<file path="src/rtl/seg7_scan_reader.sv">
// ---------------------------------------------------------------------------
// seg7_scan_reader
//
// Reads back a multiplexed, active-high 7-segment display bus. Segment and
// digit-select lines are synchronized, each digit's pattern is accepted once
// it has been stable for STABLE consecutive samples, and the pattern is
// decoded back to a 4-bit hex code. One full scan of all NDIG digits is
// collected into a frame.
//
// Parameters:
//   NDIG    number of multiplexed digits (2..8)
//   STABLE  identical synchronized samples required before capture (2..15)
//
// Ports:
//   clk          system clock, rising edge
//   rst_n        asynchronous active-low reset
//   seg_in[6:0]  segment lines a..g ([6]=a .. [0]=g), active-high
//   dig_sel      digit enables, active-high, expected one-hot
//   clr          synchronous clear of frame progress
//   cap_valid    one-cycle pulse: a digit was captured
//   cap_idx      index of the captured digit
//   cap_code     decoded hex code of the captured digit (0 when illegal)
//   cap_err      captured pattern was not a legal code
//   bcd_out      last complete frame, digit i at [4i+3:4i]
//   err_out      illegal-pattern flag per digit, last complete frame
//   frame_valid  one-cycle pulse: bcd_out/err_out just updated
// ---------------------------------------------------------------------------
module seg7_scan_reader #(
    parameter int NDIG   = 4,
    parameter int STABLE = 3
) (
    input  logic                clk,
    input  logic                rst_n,
    input  logic [6:0]          seg_in,
    input  logic [NDIG-1:0]     dig_sel,
    input  logic                clr,
    output logic                cap_valid,
    output logic [2:0]          cap_idx,
    output logic [3:0]          cap_code,
    output logic                cap_err,
    output logic [4*NDIG-1:0]   bcd_out,
    output logic [NDIG-1:0]     err_out,
    output logic                frame_valid
);

    localparam int SW = NDIG + 7;

    typedef enum logic [1:0] {
        IDLE  = 2'd0,
        COUNT = 2'd1,
        HELD  = 2'd2
    } state_t;

    // -----------------------------------------------------------------------
    // Helper functions
    // -----------------------------------------------------------------------
    function automatic logic is_onehot(input logic [NDIG-1:0] v);
        int n;
        n = 0;
        for (int i = 0; i < NDIG; i++) begin
            if (v[i]) n++;
        end
        return (n == 1);
    endfunction

    // Index of the set bit; only meaningful when v is one-hot.
    function automatic logic [2:0] onehot_idx(input logic [NDIG-1:0] v);
        logic [2:0] idx;
        idx = 3'd0;
        for (int i = 0; i < NDIG; i++) begin
            if (v[i]) idx = 3'(i);
        end
        return idx;
    endfunction

    // Returns {err, code}. Anything outside the 16 legal glyphs is an error
    // with code 0, including the all-off pattern.
    function automatic logic [4:0] seg_decode(input logic [6:0] p);
        logic [4:0] r;
        case (p)
            7'h7E:   r = 5'h00;
            7'h30:   r = 5'h01;
            7'h6D:   r = 5'h02;
            7'h79:   r = 5'h03;
            7'h33:   r = 5'h04;
            7'h5B:   r = 5'h05;
            7'h5F:   r = 5'h06;
            7'h70:   r = 5'h07;
            7'h7F:   r = 5'h08;
            7'h7B:   r = 5'h09;
            7'h77:   r = 5'h0A;
            7'h1F:   r = 5'h0B;
            7'h4E:   r = 5'h0C;
            7'h3D:   r = 5'h0D;
            7'h4F:   r = 5'h0E;
            7'h47:   r = 5'h0F;
            default: r = 5'h10;
        endcase
        return r;
    endfunction

    // -----------------------------------------------------------------------
    // Stage p0/p1: two-flop synchronizer on {dig_sel, seg_in}
    // -----------------------------------------------------------------------
    logic [SW-1:0] sync_p0;
    logic [SW-1:0] sync_p1;

    always_ff @(posedge clk or negedge rst_n) begin
        if (!rst_n) begin
            sync_p0 <= '0;
            sync_p1 <= '0;
        end else begin
            sync_p0 <= {dig_sel, seg_in};
            sync_p1 <= sync_p0;
        end
    end

    logic [NDIG-1:0] dig_p1;
    logic [6:0]      seg_p1;
    logic            onehot_p1;
    logic [2:0]      idx_p1;
    logic [4:0]      dec_p1;

    assign dig_p1    = sync_p1[SW-1:7];
    assign seg_p1    = sync_p1[6:0];
    assign onehot_p1 = is_onehot(dig_p1);
    assign idx_p1    = onehot_idx(dig_p1);
    assign dec_p1    = seg_decode(seg_p1);

    // -----------------------------------------------------------------------
    // Stage p2: stability tracker
    // -----------------------------------------------------------------------
    state_t        state, state_nxt;
    logic [3:0]    run, run_nxt;
    logic [SW-1:0] prev;
    logic          capture;

    always_ff @(posedge clk or negedge rst_n) begin
        if (!rst_n) begin
            state <= IDLE;
            run   <= 4'd0;
            prev  <= '0;
        end else begin
            state <= state_nxt;
            run   <= run_nxt;
            prev  <= sync_p1;
        end
    end

    always_comb begin
        state_nxt = state;
        run_nxt   = run;
        capture   = 1'b0;
        if (clr) begin
            state_nxt = IDLE;
            run_nxt   = 4'd0;
        end else if (!onehot_p1) begin
            // Blanking or multi-hot select: nothing trustworthy to read.
            state_nxt = IDLE;
            run_nxt   = 4'd0;
        end else if (sync_p1 != prev) begin
            state_nxt = COUNT;
            run_nxt   = 4'd1;
        end else begin
            case (state)
                COUNT: begin
                    run_nxt = run + 4'd1;
                    if (run == 4'(STABLE - 1)) begin
                        state_nxt = HELD;
                        capture   = 1'b1;
                    end
                end
                // HELD: already captured this dwell. IDLE with an unchanged
                // input (e.g. right after clr) waits for the next change.
                default: begin
                    state_nxt = state;
                    run_nxt   = run;
                end
            endcase
        end
    end

    // -----------------------------------------------------------------------
    // Stage p3: frame assembly and outputs
    // -----------------------------------------------------------------------
    logic [4*NDIG-1:0] work_code;
    logic [NDIG-1:0]   work_err;
    logic [4*NDIG-1:0] merged_code;
    logic [NDIG-1:0]   merged_err;
    logic [NDIG-1:0]   seen;
    logic [NDIG-1:0]   seen_set;
    logic              frame_done;

    // Working slots with the current capture folded in, so a completing
    // capture lands in bcd_out on the same edge as cap_valid.
    always_comb begin
        merged_code = work_code;
        merged_err  = work_err;
        for (int i = 0; i < NDIG; i++) begin
            if (dig_p1[i]) begin
                merged_code[4*i +: 4] = dec_p1[3:0];
                merged_err[i]         = dec_p1[4];
            end
        end
    end

    assign seen_set   = seen | dig_p1;
    assign frame_done = capture && (&seen_set);

    // Slot contents only matter once seen marks them, so no reset is needed.
    always_ff @(posedge clk) begin
        if (capture) begin
            work_code <= merged_code;
            work_err  <= merged_err;
        end
    end

    always_ff @(posedge clk or negedge rst_n) begin
        if (!rst_n) begin
            seen        <= '0;
            cap_valid   <= 1'b0;
            cap_idx     <= 3'd0;
            cap_code    <= 4'd0;
            cap_err     <= 1'b0;
            bcd_out     <= '0;
            err_out     <= '0;
            frame_valid <= 1'b0;
        end else begin
            cap_valid   <= capture;
            frame_valid <= frame_done;
            if (capture) begin
                cap_idx  <= idx_p1;
                cap_code <= dec_p1[3:0];
                cap_err  <= dec_p1[4];
            end
            if (clr) begin
                seen <= '0;
            end else if (frame_done) begin
                seen    <= '0;
                bcd_out <= merged_code;
                err_out <= merged_err;
            end else if (capture) begin
                seen <= seen_set;
            end
        end
    end

endmodule

</file>
<file path="config.mk">
export PLATFORM = sky130hd
export DESIGN_NAME = seg7_scan_reader
export DESIGN_NICKNAME = d
export VERILOG_FILES = /design/src/rtl/seg7_scan_reader.sv
export SDC_FILE = /design/constraint.sdc
export NUM_CORES = 1
export LEC_CHECK = 0
export ABC_AREA = 1
export BUFFER_PORTS_ARGS = -buffer_cell sky130_fd_sc_hd__buf_2
export CAP_MARGIN = 20
export CORE_UTILIZATION = 60
export DETAILED_ROUTE_END_ITERATION = 8
export PLACE_DENSITY_LB_ADDON = 0.08
export SLEW_MARGIN = 0
export SYNTH_ARGS = -nofsm -noshare
export SYNTH_HDL_FRONTEND = slang
export SYNTH_SLANG_ARGS = --single-unit
</file>
<file path="constraint.sdc">
create_clock -name clk -period 8.3 [get_ports clk]
set_clock_uncertainty 0.1 [all_clocks]
set_input_delay 0.83 -clock clk [delete_from_list [all_inputs] [get_ports clk]]
set_output_delay 0.83 -clock clk [all_outputs]
set_load 0.01 [all_outputs]
</file>
==> results_tabular.tex <==
\begin{tabular}{lr}
\hline
Metric & Value \\
\hline
\multicolumn{2}{l}{\textbf{Outcome}} \\
Run status & complete, no violations \\
\multicolumn{2}{l}{\textbf{Setup path}} \\
Arrival time worst endpoint & 3.18 ns \\
Max incr delay on CP & 0.47 ns \\
Startpoint of the lowest-slack register-to-register path & sync\_p1[7]\$\_DFF\_PN0\_ \\
Critical path buffer and inverter count & 2 \\
FF-to-FF path depth & 13 \\
Type of the setup path with the least slack & reg2reg \\
Endpoint type of the worst setup path & flip-flop \\
Worst-path cell with the longest stage delay & dfrtp\_1 \\
R2R Setup Slk & 5.06 ns \\
Launching element of the worst setup path & sync\_p1[7]\$\_DFF\_PN0\_ \\
Crit-path max FO & 20 \\
Cell-by-cell listing of the critical path & clkinv\_1 > ha\_1 > nor2\_1 > nor2\_2 > ha\_1 > nor2\_1 > o21ai\_0 > nand2\_1 > nand2\_2 > nor2\_8 > nand2\_1 > nor2\_2 > buf\_8 \\
Kind of start point of the critical path & flip-flop \\
Data required time of the critical path & 8.24 ns \\
Reg-to-reg endpoint & work\_code[13]\$\_DFFE\_PP\_ \\
CP top delay family & simple AND/OR/NAND/NOR gates \\
\multicolumn{2}{l}{\textbf{Yosys}} \\
Dominant cells by area after synthesis & dfrtp\_1 (46\%), nand2\_1 (16\%), edfxtp\_1 (15\%), nor2\_1 (3.9\%), inv\_1 (3.4\%) \\
Post-synth EDFFs & 20 \\
Post-synthesis net count & 451 \\
Sequential share of the synthesized area & 61.0\% \\
Main synth FF type & dfrtp\_1 \\
Cell area after technology mapping & 0.00394 mm2 \\
Async set-or-reset flop fraction in the synthesized netlist & 78.3\% \\
Most area-hungry cell type in the Yosys netlist & dfrtp\_1 \\
Post-Synthesis Cells & 432 \\
Warning count from the yosys run & 0 \\
Post-synthesis cell type count & 28 \\
Post-Syn Area per Cell & 9.11 um2 \\
Synth Register Bits & 92 \\
Proportion of netlist area held by the largest area contributor & 45.8\% \\
\multicolumn{2}{l}{\textbf{Worst hold path}} \\
Hold worst-path end & sync\_p1[10]\$\_DFF\_PN0\_ \\
Hold path startpoint & sync\_p0[10]\$\_DFF\_PN0\_ \\
Hold Path Stages & 0 \\
Class of the tightest hold or removal check & reg2reg \\
\multicolumn{2}{l}{\textbf{Die}} \\
Number of placement rows & 29 \\
Ports & 44 \\
Die X & 83.0 um \\
Starting density of the core & 62.0\% \\
Core Footprint & 0.00635 mm2 \\
DIE AREA & 0.00689 mm2 \\
Height of the chip & 83.0 um \\
\multicolumn{2}{l}{\textbf{STA}} \\
Pins Over Slew Limit & 0 \\
Worst slew margin relative to its limit & 42.3\% \\
Maximum achievable frequency & 0.308 GHz \\
Setup TNS & 0 ns \\
Setup violation total in the final timing report & 0 \\
Crit share post-route & 39.1\% \\
Clock period minus final worst setup slack & 3.24 ns \\
Transition time at the pin with the least slew margin & 0.866 ns \\
RSZ-0062 raised after global routing & no \\
Hold Fails Final Rpt & 0 \\
\multicolumn{2}{l}{\textbf{GRT}} \\
Initial antenna violation count & 0 \\
Number of global-route vias before repair & 2678 \\
Remaining Overflow, GRT & 0 \\
Total global routing track utilization & 23.3\% \\
Pin count of the biggest net entering global routing & 73 \\
Global-route wire length before repair & 12.6 mm \\
\multicolumn{2}{l}{\textbf{Clock tree}} \\
Post-CTS Setup Inserts & 0 \\
CTS tree & done \\
Clock network latency to the later pin of the worst-skew pair & 0.34 ns \\
Number of hold buffers added after cts & 0 \\
Total number of H-tree levels & 3 \\
Clock slew at the register clock pins of the worst setup and hold paths & 0.09 ns \\
Root Buffer Master & clkbuf\_8 \\
Gates resized, CTS repair & 0 \\
Number of sinks driven by the clock tree & 92 \\
Max Buffers Root-to-Sink & 2 \\
Number of CTS-inserted buffers & 9 \\
\multicolumn{2}{l}{\textbf{Place}} \\
RD Place Congestion & 0.882 \\
Detail Placement HPWL & 5.07 mm \\
Placed inst area & 0.00420 mm2 \\
\# port buffers & 42 \\
\multicolumn{2}{l}{\textbf{Finish}} \\
Share of final-layout standard cells stronger than drive strength 1 & 14.7\% \\
Number of antenna diodes & 0 \\
\# nets final & 497 \\
Final std cell area, no fill & 0.00443 mm2 \\
Synthesis-to-layout area growth & 12.5\% \\
\multicolumn{2}{l}{\textbf{Drt}} \\
Total detailed-routing wirelength & 7.40 mm \\
Routed len/inst & 13.2 um \\
Detailed-route vias per instance & 5.06 \\
Via count & 2831 \\
Initial DRT Pass Iterations & 4 \\
Starting DRC count in detailed routing & 199 \\
DRC & 0 \\
Remaining antenna violation count after routing & 0 \\
\multicolumn{2}{l}{\textbf{Power and ir drop}} \\
Worst IR drop on VDD & 0.000127 V \\
P\_leak & 2.33 nW \\
Pwr per Cell Area & 192 mW/mm2 \\
\multicolumn{2}{l}{\textbf{Run}} \\
Number of max-capacitance violations reported & 0 \\
\hline
\end{tabular}
worst max-delay path by stage:
stage                              end  slack (ns)  depth (start not counted)
3_5_place_dp    bcd_out[4]$_DFFE_PN0P_        4.78                         13
2_1_floorplan   work_code[0]$_DFFE_PP_        5.16                         12
6_report       work_code[13]$_DFFE_PP_        5.06                         13
4_1_cts         err_out[3]$_DFFE_PN0P_        4.75                         13
3_3_place_gp   work_code[14]$_DFFE_PP_        4.74                         12
5_1_grt          work_err[3]$_DFFE_PP_        4.76                         13
layout make-up:
cell class	instances	area (um2)
inverter	41	154
multi-input combinational	290	1320
clock inverter	5	85.1
fill	497	1920
sequential	92	2400
timing repair buffer	44	243
clock buffer	11	131
tap	77	96.3
sequential cells by signal, indices dropped and copies added, names as in the netlist:
register,count
sync_p1,11
state,2
cap_code,4
frame_valid,1
sync_p0,11
seen,4
run,4
cap_err,1
bcd_out,16
cap_valid,1
work_err,4
cap_idx,2
err_out,4
work_code,16
prev,11
where the power goes:
group,leakage [nW],internal (mW),switching [mW]
Clock,0.104,0.172,0.153
Combinational,1.12,0.0144,0.0336
Sequential,1.11,0.470,0.00883
placed cells by master, fill, tap and decap left out, types with 3 or more instances in the layout:
| master | netlist | final |
|---|---|---|
| ha_1 | 5 | 5 |
| xor2_1 | 7 | 7 |
| inv_2 | 3 | 3 |
| o21ai_0 | 22 | 22 |
| nand3_1 | 23 | 23 |
| dfrtp_1 | 72 | 72 |
| edfxtp_1 | 20 | 20 |
| buf_2 | 5 | 41 |
| nand2_1 | 167 | 167 |
| nor2_2 | 3 | 3 |
| a21oi_1 | 4 | 4 |
| nor2_1 | 41 | 41 |
| clkbuf_8 | 0 | 9 |
| nand4_1 | 5 | 5 |
| inv_1 | 36 | 36 |
synthesized netlist by cell type, drive strengths merged (4+ instances only):
cell type / n
nand2: 168
a21oi: 4
dfrtp: 72
nand3: 24
inv: 39
nand4: 5
o21ai: 24
ha: 5
edfxtp: 20
xor2: 7
nor2: 47
buf: 9
metrics by stage:
step | power [mW] | utilization [%] | worst slack (ns) | std cells | hold WS [ns]
after floorplan | 0.518 | - | 5.16 | 432 | 0.231
after global placement | 0.535 | 65.9 | 4.74 | 542 | 0.233
after detailed placement | 0.537 | 66.1 | 4.78 | 543 | 0.237
after CTS | 0.860 | 69.5 | 4.75 | 559 | 0.253
after global routing | 0.885 | 69.8 | 4.76 | 560 | 0.262
final | 0.852 | 69.8 | 5.06 | 560 | 0.247
routing by layer:
metal  up-vias  GRT usage [%]  part of all wire, %
met2        70           34.6                   46
met1      1320           34.7                   48
li1       1435              -                    -
met4         0           8.15                 0.84
met5         -              0                    0
met3         6           4.57                  4.9
worst reg2reg max path, delay by kind of cell (launching register included):
family | cells | cell delay (ns)
AND/OR/NAND/NOR | 8 | 1.11
AO/OA/AOI/OAI | 1 | 0.09
adder cells (fa/ha/maj) | 2 | 0.66
flip-flops | 1 | 0.47
buffers and inverters | 2 | 0.50
logic make-up after synthesis:
group | count (synthesis) | share of synthesized area (%)
AND/OR/NAND/NOR | 247 | 26.3
other | 1 | 0.0952
buffers and inverters | 50 | 5.50
flip-flops | 92 | 61.0
adder cells (fa/ha/maj) | 5 | 1.59
XOR/XNOR | 8 | 1.78
AO/OA/AOI/OAI | 29 | 3.75
Power figures use the tool's default switching activity.
